File: config.mk
export PLATFORM = sky130hd
export DESIGN_NAME = uart_pkt_arb_flat
export DESIGN_NICKNAME = d
export VERILOG_FILES = /design/src/rtl/uart_pkt_arb_if.sv /design/src/rtl/uart_pkt_arb.sv /design/src/flat_wrapper.sv
export SDC_FILE = /design/constraint.sdc
export NUM_CORES = 1
export LEC_CHECK = 0
export BUFFER_PORTS_ARGS = -buffer_cell sky130_fd_sc_hd__buf_2
export CORE_ASPECT_RATIO = 1.25
export CORE_MARGIN = 2
export CORE_UTILIZATION = 58
export CTS_BUF_LIST = sky130_fd_sc_hd__clkbuf_8
export DETAILED_ROUTE_END_ITERATION = 7
export GPL_ROUTABILITY_DRIVEN = 1
export PLACE_DENSITY = 0.95
export SLEW_MARGIN = 20
export SYNTH_ARGS = -nofsm -noshare
export SYNTH_HDL_FRONTEND = slang
export SYNTH_SLANG_ARGS = --single-unit
File: constraint.sdc
create_clock -name clk -period 3.33 [get_ports clk]
set_input_delay 0.4995 -clock clk [delete_from_list [all_inputs] [get_ports clk]]
set_output_delay 0.4995 -clock clk [all_outputs]
set_load 0.02 [all_outputs]
File: src/rtl/uart_pkt_arb_if.sv
// Handshake bundle between the two word sources, the arbiter and the UART_tx instance.
// The master side is the source and UART environment, and the slave side is the arbiter.
interface uart_pkt_arb_if;
  logic        req0;
  logic [15:0] data0;
  logic        ack0;
  logic        req1;
  logic [15:0] data1;
  logic        ack1;
  logic [7:0]  tx_data;
  logic        trmt;
  logic        tx_done;
  logic        busy;
  logic        gnt_id;

  modport master (
    output req0, data0, req1, data1, tx_done,
    input  ack0, ack1, tx_data, trmt, busy, gnt_id
  );

  modport slave (
    input  req0, data0, req1, data1, tx_done,
    output ack0, ack1, tx_data, trmt, busy, gnt_id
  );
endinterface

File: src/rtl/uart_pkt_arb.sv
// Round-robin arbiter that shares one UART transmitter between two 16-bit word sources.
// Each word is sent high byte first, and an enforced idle gap follows every packet.
module uart_pkt_arb #(
  parameter int GAP_W = 14
) (
  input logic           clk,
  input logic           rst_n,
  uart_pkt_arb_if.slave bus
);

  typedef enum logic [1:0] {IDLE, HIGH, LOW} state_t;

  state_t             state_q, state_d;
  logic [15:0]        word_q, word_d;
  logic [GAP_W-1:0]   gap_q;
  logic               gap_clr;
  logic               gap_ok;
  logic               last_gnt_q, last_gnt_d;
  logic               gnt_q, gnt_d;
  logic               tx_done_q;
  logic               done_edge;
  logic [7:0]         tx_data_q, tx_data_d;
  logic               trmt_q, trmt_d;
  logic               ack0_q, ack0_d;
  logic               ack1_q, ack1_d;
  logic               winner;

  assign gap_ok    = &gap_q;
  assign done_edge = bus.tx_done & ~tx_done_q;

  // On a tie, the source that did not win last time gets the grant.
  assign winner = (bus.req0 & bus.req1) ? ~last_gnt_q : bus.req1;

  always_comb begin
    state_d    = state_q;
    word_d     = word_q;
    gnt_d      = gnt_q;
    last_gnt_d = last_gnt_q;
    tx_data_d  = tx_data_q;
    trmt_d     = 1'b0;
    ack0_d     = 1'b0;
    ack1_d     = 1'b0;
    gap_clr    = 1'b0;
    case (state_q)
      IDLE: begin
        if (gap_ok && (bus.req0 || bus.req1)) begin
          word_d     = winner ? bus.data1 : bus.data0;
          gnt_d      = winner;
          last_gnt_d = winner;
          tx_data_d  = winner ? bus.data1[15:8] : bus.data0[15:8];
          trmt_d     = 1'b1;
          state_d    = HIGH;
        end
      end
      HIGH: begin
        if (done_edge) begin
          tx_data_d = word_q[7:0];
          trmt_d    = 1'b1;
          state_d   = LOW;
        end
      end
      LOW: begin
        if (done_edge) begin
          ack0_d  = ~gnt_q;
          ack1_d  = gnt_q;
          gap_clr = 1'b1;
          state_d = IDLE;
        end
      end
      default: state_d = IDLE;
    endcase
  end

  always_ff @(posedge clk or negedge rst_n) begin
    if (!rst_n) begin
      state_q    <= IDLE;
      word_q     <= '0;
      gnt_q      <= 1'b0;
      last_gnt_q <= 1'b1;
      tx_data_q  <= '0;
      trmt_q     <= 1'b0;
      ack0_q     <= 1'b0;
      ack1_q     <= 1'b0;
      tx_done_q  <= 1'b0;
      gap_q      <= '0;
    end else begin
      state_q    <= state_d;
      word_q     <= word_d;
      gnt_q      <= gnt_d;
      last_gnt_q <= last_gnt_d;
      tx_data_q  <= tx_data_d;
      trmt_q     <= trmt_d;
      ack0_q     <= ack0_d;
      ack1_q     <= ack1_d;
      tx_done_q  <= bus.tx_done;
      if (gap_clr)
        gap_q <= '0;
      else if (!gap_ok)
        gap_q <= gap_q + GAP_W'(1);
    end
  end

  assign bus.tx_data = tx_data_q;
  assign bus.trmt    = trmt_q;
  assign bus.ack0    = ack0_q;
  assign bus.ack1    = ack1_q;
  assign bus.gnt_id  = gnt_q;
  assign bus.busy    = (state_q != IDLE);

endmodule

File: src/flat_wrapper.sv
// flat-port wrapper written by rule: the top's interface ports become plain ports
module uart_pkt_arb_flat 
#(
  parameter int GAP_W = 14
)
  (clk, rst_n, bus_req0, bus_data0, bus_req1, bus_data1, bus_tx_done, bus_ack0, bus_ack1, bus_tx_data, bus_trmt, bus_busy, bus_gnt_id);
  uart_pkt_arb_if bus_i ();
  input logic clk;
  input logic rst_n;
  input wire logic [$bits(bus_i.req0)-1:0] bus_req0;
  input wire logic [$bits(bus_i.data0)-1:0] bus_data0;
  input wire logic [$bits(bus_i.req1)-1:0] bus_req1;
  input wire logic [$bits(bus_i.data1)-1:0] bus_data1;
  input wire logic [$bits(bus_i.tx_done)-1:0] bus_tx_done;
  output wire logic [$bits(bus_i.ack0)-1:0] bus_ack0;
  output wire logic [$bits(bus_i.ack1)-1:0] bus_ack1;
  output wire logic [$bits(bus_i.tx_data)-1:0] bus_tx_data;
  output wire logic [$bits(bus_i.trmt)-1:0] bus_trmt;
  output wire logic [$bits(bus_i.busy)-1:0] bus_busy;
  output wire logic [$bits(bus_i.gnt_id)-1:0] bus_gnt_id;
  assign bus_i.req0 = bus_req0;
  assign bus_i.data0 = bus_data0;
  assign bus_i.req1 = bus_req1;
  assign bus_i.data1 = bus_data1;
  assign bus_i.tx_done = bus_tx_done;
  assign bus_ack0 = bus_i.ack0;
  assign bus_ack1 = bus_i.ack1;
  assign bus_tx_data = bus_i.tx_data;
  assign bus_trmt = bus_i.trmt;
  assign bus_busy = bus_i.busy;
  assign bus_gnt_id = bus_i.gnt_id;
  uart_pkt_arb #(.GAP_W(GAP_W)) u_core (.clk(clk), .rst_n(rst_n), .bus(bus_i));
endmodule
# --- Yosys cells after proc, flatten, opt, wreduce, memory -nomap -nowiden ---
# Index checks and enable logic that the tools add are counted.
totals:
  wordCells: 51
  in_bits: 37
  out_inout_bits: 13
  ff_bits: 38
op_classes:
  bitwise: 5
  n_eq_ne: 6
  n_mux: 20
  reduce_logical: 9
  addsub: 1
op_table:
  columns: ["operator", "n"]
  rows:
  - ["$mux 8", 4]
  - ["$mux 14", 2]
  - ["$pmux 8 s2", 1]
  - ["$add 14x1->14 const B", 1]
  - ["$reduce_and 14->1", 1]
  - ["$mux 1", 8]
  - ["$ne 2x1->1 const B", 4]
  - ["$mux 2", 3]
  - ["$pmux 2 s3", 1]
  - ["$reduce_and 3->1", 2]
  - ["$reduce_bool 2->1", 2]
  - ["$not 1->1", 3]
  - ["$and 1x1->1", 2]
  - ["$eq 2x1->1 const B", 1]
  - ["$eq 2x2->1 const B", 1]
  - ["$logic_not 2->1", 1]
  - ["$pmux 1 s2", 1]
  - ["$reduce_and 2->1", 1]
  - ["$logic_and 1x1->1", 1]
  - ["$logic_or 1x1->1", 1]

# --- Logic depth before layout (Yosys ltp) ---
# Gate-level depths: netlist of run 1.
depth:
  depth_word: 5
  ltp_mapped: 7
  ltp_nobuf: 5

# --- Worst setup path after synthesis of run 1 ---
# Ideal clock, no wire load.
synth_path:
  kind: "reg-to-reg"
  start: "register u_core.gap_q[0]"
  end: "register u_core.tx_data_q[0], in the netlist u_core.bus.tx_data[0]"
  setup_slack_ns: 1.296
  path_stages_with_launch: 8
  setup_time_ns: 0.125
  n_path_buf: 2
  t_required_ns: 3.205
  arrival_time_ns: 1.909
  period_less_slack_ns: 2.034
  cell_sequence: "dfrtp_1 -> ha_1 -> nand3_1 -> or4_1 -> buf_2 -> o21a_1 -> buf_6 -> mux2_4"
synth_via:
  elab_chain_cells: 4
synth_lines:
  columns: ["item", "line", "rtl"]
  rows:
  - ["from (decl)", "uart_pkt_arb.sv:15", "logic [GAP_W-1:0] gap_q;"]
  - ["from (signal assigned)", "uart_pkt_arb.sv:99", "gap_q <= gap_q + GAP_W'(1);"]
  - ["$reduce_and 14->1", "uart_pkt_arb.sv:28", "assign gap_ok = &gap_q;"]
  - ["$logic_and 1x1->1", "uart_pkt_arb.sv:46", "if (gap_ok && (bus.req0 || bus.req1)) begin"]
  - ["$ne 2x1->1 (no source line)", null, null]
  - ["$reduce_and 3->1 (no source line)", null, null]
  - ["to (signal assigned)", "uart_pkt_arb.sv:91", "tx_data_q <= tx_data_d;"]
  - ["to (decl)", "uart_pkt_arb.sv:22", "logic [7:0] tx_data_q, tx_data_d;"]
# No other way between the ends.
# A chain may end at the register's enable or synchronous reset.

# --- Worst setup path after layout of run 1 ---
layout_path:
  start: "register u_core.gap_q[0]"
  end: "register u_core.tx_data_q[4], in the netlist u_core.bus.tx_data[4]"
# The elaborated chain is that of the path after synthesis.

==> results.sh, run 1 <==
export IMPL_fin_skew_ns=0.00491
export IMPL_drc=0
export IMPL_cap_violations=0
export IMPL_fillers=214
export IMPL_p_leak_nw=1.19
export IMPL_ant_nets=0
export IMPL_reg2reg_slack_ns=0.78
export IMPL_core_sq_um=3190
export IMPL_synth_nets=225
export IMPL_antenna_found_initial=0
export IMPL_crit_end="u_core.bus.tx_data[4]"
export IMPL_p_int_mw=0.792
export IMPL_cts_resized=0
export IMPL_p_seq_frac=0.532
export IMPL_clock_path_buffers=2
export IMPL_pre_cts_ws_ns=0.863
export IMPL_root_buffer="clkbuf_8"
export IMPL_setup_viol=0
export IMPL_tns_ns=0
export IMPL_timing_rr_start="u_core.gap_q[0]"
export IMPL_rr_worst_depth=5
export IMPL_synth_top_flop_cell="dfrtp_1"
export IMPL_timing_fmax_mhz=393
export IMPL_num_antenna_cells=0
export IMPL_critPathBufInv=0
export IMPL_io_pins=50
export IMPL_hp_class="in -> async"
export IMPL_worstPathArrival_ns=2.72
export IMPL_hpwl_um=3150
export IMPL_syn_area_sq_um=1920
export IMPL_r2r_end="u_core.bus.tx_data[4]"
export IMPL_hold_buffers=0
export IMPL_cpLargestDelayFamily="simple AND/OR/NAND/NOR gates"
export IMPL_path_cells="ha_1, nand3_1, or4_1, o21a_1, mux2_4"
export IMPL_postSynthCellCount=187
export IMPL_grt_pass1_wl_um=7180
export IMPL_p_sw_mw=0.354
export IMPL_start_kind="register"
export IMPL_finalHoldViolCount=0
export IMPL_slowest_delay_ns=0.79
export IMPL_relSlewSlack=0.320
export IMPL_fin_ws_ns=0.783
export IMPL_peakVddDrop_mv=0.387
export IMPL_vias_per_cell=5.99
export IMPL_drv_slew=0
export IMPL_yosysSeqAreaShare=0.497
export IMPL_endpoint_kind="register"
export IMPL_synthArstFlopShare=1.00
export IMPL_grt_max_degree=39
export IMPL_worstMarginPinSlew_ns=1.01
export IMPL_grt_pass1_vias=1589
export IMPL_track_usage=0.248
export IMPL_yosysWarningCount=0
export IMPL_p_comb_frac=0.192
export IMPL_synth_avg_cell_area_sq_um=10.3
export IMPL_htree_levels=2
export IMPL_cp_depth=5
export IMPL_worst_setup_path_type="reg -> reg"
export IMPL_path_max_fanout=18
export IMPL_die_area_sq_um=3780
export IMPL_cts_tree="yes"
export IMPL_cp_slowest_cell="or4_1"
export IMPL_first_pass_iters=4
export IMPL_p_per_area_nw_per_um2=501
export IMPL_port_buffers=49
export IMPL_timing_final_crit_share=0.765
export IMPL_post_cts_buffers=0
export IMPL_place_gp_congestion=0.825
export IMPL_drive_gt1_frac=0.293
export IMPL_total_power_mw=1.15
export IMPL_rsz0062_at_grt="no"
export IMPL_synth_edf_count=0
export IMPL_die_w_um=55.4
export IMPL_path_clk_slew_ns=0.07
export IMPL_clkSinkCount=38
export IMPL_start_util=0.600
export IMPL_num_vias=1652
export IMPL_fp_dieH_um=68.3
export IMPL_routedWlPerCell_um=16.0
export IMPL_startpoint="u_core.gap_q[0]"
export IMPL_finalNetCount=276
export IMPL_outcome="complete, no violations"
export IMPL_grt_ovfl_total=0
export IMPL_ys_seq_elements=38
export IMPL_syn_to_final_growth_pct=19.4
export IMPL_clock_latency_ns=0.29
export IMPL_ys_types=35
export IMPL_rows=23
export IMPL_cts_buffers=5
export IMPL_period_needed_ns=2.55
export IMPL_wl_um=4420
export IMPL_critPathRequiredTime_ns=3.51
export IMPL_pwr_share_clk=0.276
export IMPL_swShare=0.309
export IMPL_drt_iter0_drc=72
## how the worst min path moves through the flow
stage                      startpoint                 to
finish                          rst_n  u_core.state_q[1]
global route              bus_tx_done   u_core.tx_done_q
CTS                             rst_n    u_core.gap_q[4]
detailed placement  u_core.bus.gnt_id    u_core.bus.ack0
global placement    u_core.bus.gnt_id    u_core.bus.ack0
floorplan                       rst_n    u_core.bus.ack0
## logic make-up after synthesis
logic type,share of synthesized area
AO/OA/AOI/OAI,0.158
AND/OR/NAND/NOR,0.157
flip-flops,0.497
multiplexers,0.146
buffers and inverters,0.0268
XOR/XNOR,0.00914
adder cells (fa/ha/maj),0.00653
## power by group through the flow
stage / clock (mW) / combinational (mW) / sequential, mW
final: 0.317 / 0.220 / 0.609
after global routing: 0.342 / 0.239 / 0.618
after CTS: 0.320 / 0.218 / 0.606
after detailed placement: 0 / 0.214 / 0.609
after global placement: 0 / 0.202 / 0.605
after floorplan: 0 / 0.139 / 0.600
## cells in the mapped netlist (2+ instances only)
library cell | count | share of area
dfrtp_1 | 37 | 0.48
o21ai_0 | 30 | 0.078
mux2i_1 | 16 | 0.084
a21oi_1 | 15 | 0.039
nor2_1 | 14 | 0.027
mux2_4 | 8 | 0.063
nand2_1 | 7 | 0.014
nand3_1 | 6 | 0.016
a31oi_1 | 5 | 0.016
clkbuf_1 | 5 | 0.0098
and3_1 | 4 | 0.013
or4_1 | 4 | 0.016
and2_1 | 3 | 0.0098
nand2b_1 | 3 | 0.0098
o31ai_1 | 3 | 0.012
or3_1 | 3 | 0.0098
buf_2 | 2 | 0.0052
inv_1 | 2 | 0.0039
nand3b_1 | 2 | 0.0078
nand4_1 | 2 | 0.0065
nor4_1 | 2 | 0.0065
## metrics by stage
step	hold WS (ns)	utilization	cell area [sq um]	cells
after global routing	0.327	0.716	2290	276
final	0.304	0.716	2290	276
after global placement	0.470	0.688	2200	268
after CTS	0.322	0.716	2290	276
after floorplan	0.204	-	1920	187
after detailed placement	0.472	0.688	2200	268
## state kept, by name (all words and copies together) (netlist names)
register	count
u_core.bus.ack0	1
u_core.bus.ack1	1
u_core.bus.gnt_id	1
u_core.bus.trmt	1
u_core.bus.tx_data	8
u_core.gap_q	14
u_core.last_gnt_q	1
u_core.state_q	2
u_core.tx_done_q	1
u_core.word_q	8
## layout by cell type, fill, tap and decap left out, drive strengths merged, types with 3 or more instances in the layout
master,instances
o21ai,30
inv,4
nand3,6
a21oi,15
buf,53
mux2,8
nand4,3
o31ai,3
and3,4
dfrtp,37
nand2b,3
a31oi,5
or3,3
or4,4
and2,3
clkbuf,6
mux2i,16
nor2,14
nand2,7
## layer usage
metal | up-vias | global-route usage | wire (um)
li1 | 786 | - | -
met1 | 785 | 0.287 | 1760
met2 | 73 | 0.436 | 2310
met3 | 8 | 0.0567 | 280
met4 | 0 | 0.125 | 72
met5 | - | 0 | 0
## layout make-up
type | count | area [sq um] | share of cell area
Timing Repair Buffer | 53 | 275 | 0.120
Inverter | 2 | 7.51 | 0.00328
Tap cell | 37 | 46.3 | 0.0202
Multi-Input combinational cell | 138 | 917 | 0.401
Sequential cell | 38 | 952 | 0.416
Clock inverter | 2 | 7.51 | 0.00328
Clock buffer | 6 | 82.6 | 0.0361
## worst register-to-register path: stages, from the launching register on
cell     delay (ns)
dfrtp_1        0.40
ha_1           0.23
nand3_1        0.16
or4_1          0.79
o21a_1         0.48
mux2_4         0.38
Note: power is estimated with default switching activity, not from simulation.
==> run 2: changes to the inputs <==
--- a/config.mk
+++ b/config.mk
@@ -8,11 +8,11 @@
 export BUFFER_PORTS_ARGS = -buffer_cell sky130_fd_sc_hd__buf_2
 export CORE_ASPECT_RATIO = 1.25
 export CORE_MARGIN = 2
-export CORE_UTILIZATION = 58
+export CORE_UTILIZATION = 54
 export CTS_BUF_LIST = sky130_fd_sc_hd__clkbuf_8
 export DETAILED_ROUTE_END_ITERATION = 7
 export GPL_ROUTABILITY_DRIVEN = 1
-export PLACE_DENSITY = 0.95
+export PLACE_DENSITY = 0.89
 export SLEW_MARGIN = 20
 export SYNTH_ARGS = -nofsm -noshare
 export SYNTH_HDL_FRONTEND = slang
==> constraint.sdc (replaced) <==
create_clock -name clk -period 2.65 [get_ports clk]
set_input_delay 0.3975 -clock clk [delete_from_list [all_inputs] [get_ports clk]]
set_output_delay 0.3975 -clock clk [all_outputs]
set_load 0.02 [all_outputs]
==> run 2 against run 1 <==
Cell area rose by 0.66%. Via count barely moved. Sequential power up 26%. Wire length shrank 0.45%. Non-clock buffer count up 1. Register-to-register slack worse by 0.39 ns. Maximum frequency rose by 13%.
==> results.sh, run 2 (synthesis gave the netlist of run 1 again) <==
export IMPL_track_usage=0.231
export IMPL_grt_max_degree=39
export IMPL_root_buffer="clkbuf_8"
export IMPL_setup_viol=0
export IMPL_hp_class="in -> async"
export IMPL_fin_skew_ns=0.00640
export IMPL_grt_ovfl_total=0
export IMPL_outcome="complete, no violations"
export IMPL_cts_tree="yes"
export IMPL_rsz0062_at_grt="no"
export IMPL_p_leak_nw=1.19
export IMPL_r2r_end="u_core.bus.tx_data[4]"
export IMPL_endpoint_kind="register"
export IMPL_vias_per_cell=5.92
export IMPL_rows=24
export IMPL_grt_pass1_wl_um=7190
export IMPL_hold_buffers=0
export IMPL_cts_resized=0
export IMPL_antenna_found_initial=0
export IMPL_slowest_delay_ns=0.57
export IMPL_largest_register_ffs=14
export IMPL_clock_latency_ns=0.29
export IMPL_relSlewSlack=0.463
export IMPL_die_area_sq_um=4050
export IMPL_top_register="u_core.gap_q"
export IMPL_dp_cells=271
export IMPL_final_common_cell="buf_2"
export IMPL_cts_buffers=5
export IMPL_timing_final_crit_share=0.853
export IMPL_start_kind="register"
export IMPL_critPathRequiredTime_ns=2.83
export IMPL_drc=0
export IMPL_critPathBufInv=0
export IMPL_ant_nets=0
export IMPL_peakVddDrop_mv=0.476
export IMPL_final_cells=279
export IMPL_cap_violations=0
export IMPL_grt_pass1_vias=1604
export IMPL_place_gp_congestion=0.805
export IMPL_timing_fmax_mhz=443
export IMPL_finalHoldViolCount=0
export IMPL_drive_gt1_frac=0.304
export IMPL_die_w_um=57.3
export IMPL_cpLargestDelayFamily="simple AND/OR/NAND/NOR gates"
export IMPL_path_clk_slew_ns=0.07
export IMPL_hpwl_um=3080
export IMPL_syn_to_final_growth_pct=20.2
export IMPL_path_max_fanout=9
export IMPL_worstPathArrival_ns=2.44
export IMPL_post_route_util=0.667
export IMPL_port_buffers=49
export IMPL_cp_slowest_cell="or4_1"
export IMPL_routedWlPerCell_um=15.8
export IMPL_clock_path_buffers=2
export IMPL_start_util=0.555
export IMPL_htree_levels=2
export IMPL_first_pass_iters=4
export IMPL_post_cts_buffers=0
export IMPL_fp_dieH_um=70.6
export IMPL_clkSinkCount=38
export IMPL_drt_iter0_drc=79
export IMPL_num_antenna_cells=0
export IMPL_io_pins=50
export IMPL_tns_ns=0
export IMPL_layout_common_cells="buf_2, dfrtp_1, o21ai_0, mux2i_1, a21oi_1"
export IMPL_worstMarginPinSlew_ns=0.805
export IMPL_drv_slew=0
export IMPL_reg2reg_slack_ns=0.39
export IMPL_period_needed_ns=2.26
export IMPL_p_per_area_nw_per_um2=625
export IMPL_num_vias=1651
export IMPL_path_cells="ha_1, nand3_1, or4_1, o21a_1, mux2_4"
export IMPL_core_sq_um=3450
export IMPL_finalNetCount=277
export IMPL_timing_rr_start="u_core.gap_q[0]"
export IMPL_wl_um=4400
export IMPL_worst_setup_path_type="reg -> reg"
export IMPL_rr_worst_depth=5
-- run 2: routing by layer --
layer	track usage	routed length, um	vias up
li1	-	-	790
met1	0.271	1680	784
met2	0.411	2330	69
met3	0.0512	315	8
met4	0.0801	80	0
met5	0	0	-
-- run 2: worst max path at each step --
stage	from	end	slack, ns	depth (start not counted)
after global placement	u_core.gap_q[0]	u_core.bus.tx_data[2]	0.58	5
after floorplan	u_core.gap_q[0]	u_core.bus.tx_data[0]	0.62	7
final	u_core.gap_q[0]	u_core.bus.tx_data[4]	0.39	5
after global routing	u_core.gap_q[0]	u_core.bus.tx_data[7]	0.33	5
after CTS	u_core.gap_q[0]	u_core.bus.tx_data[4]	0.39	5
after detailed placement	u_core.gap_q[0]	u_core.bus.tx_data[6]	0.47	5
-- run 2: cell type report --
cell class | count | area (sq um)
Clock buffer | 6 | 82.6
Clock inverter | 2 | 12.5
Fill cell | 267 | 1150
Inverter | 2 | 7.51
Multi-Input combinational cell | 138 | 917
Sequential cell | 38 | 952
Tap cell | 39 | 48.8
Timing Repair Buffer | 54 | 283
-- run 2: per-stage QoR --
stage / power (mW) / hold slack, ns / setup slack (ns) / area [sq um]
finish: 1.44 / 0.186 / 0.390 / 2300
global route: 1.52 / 0.238 / 0.333 / 2300
CTS: 1.45 / 0.221 / 0.389 / 2300
detailed placement: 1.03 / 0.496 / 0.472 / 2210
global placement: 1.01 / 0.487 / 0.577 / 2210
floorplan: 0.929 / 0.102 / 0.616 / 1920
-- run 2: where the power goes --
| group | internal (mW) | switching [mW] |
|---|---|---|
| Sequential | 0.660 | 0.105 |
| Clock | 0.209 | 0.201 |
| Combinational | 0.130 | 0.136 |
| Total | 0.999 | 0.442 |
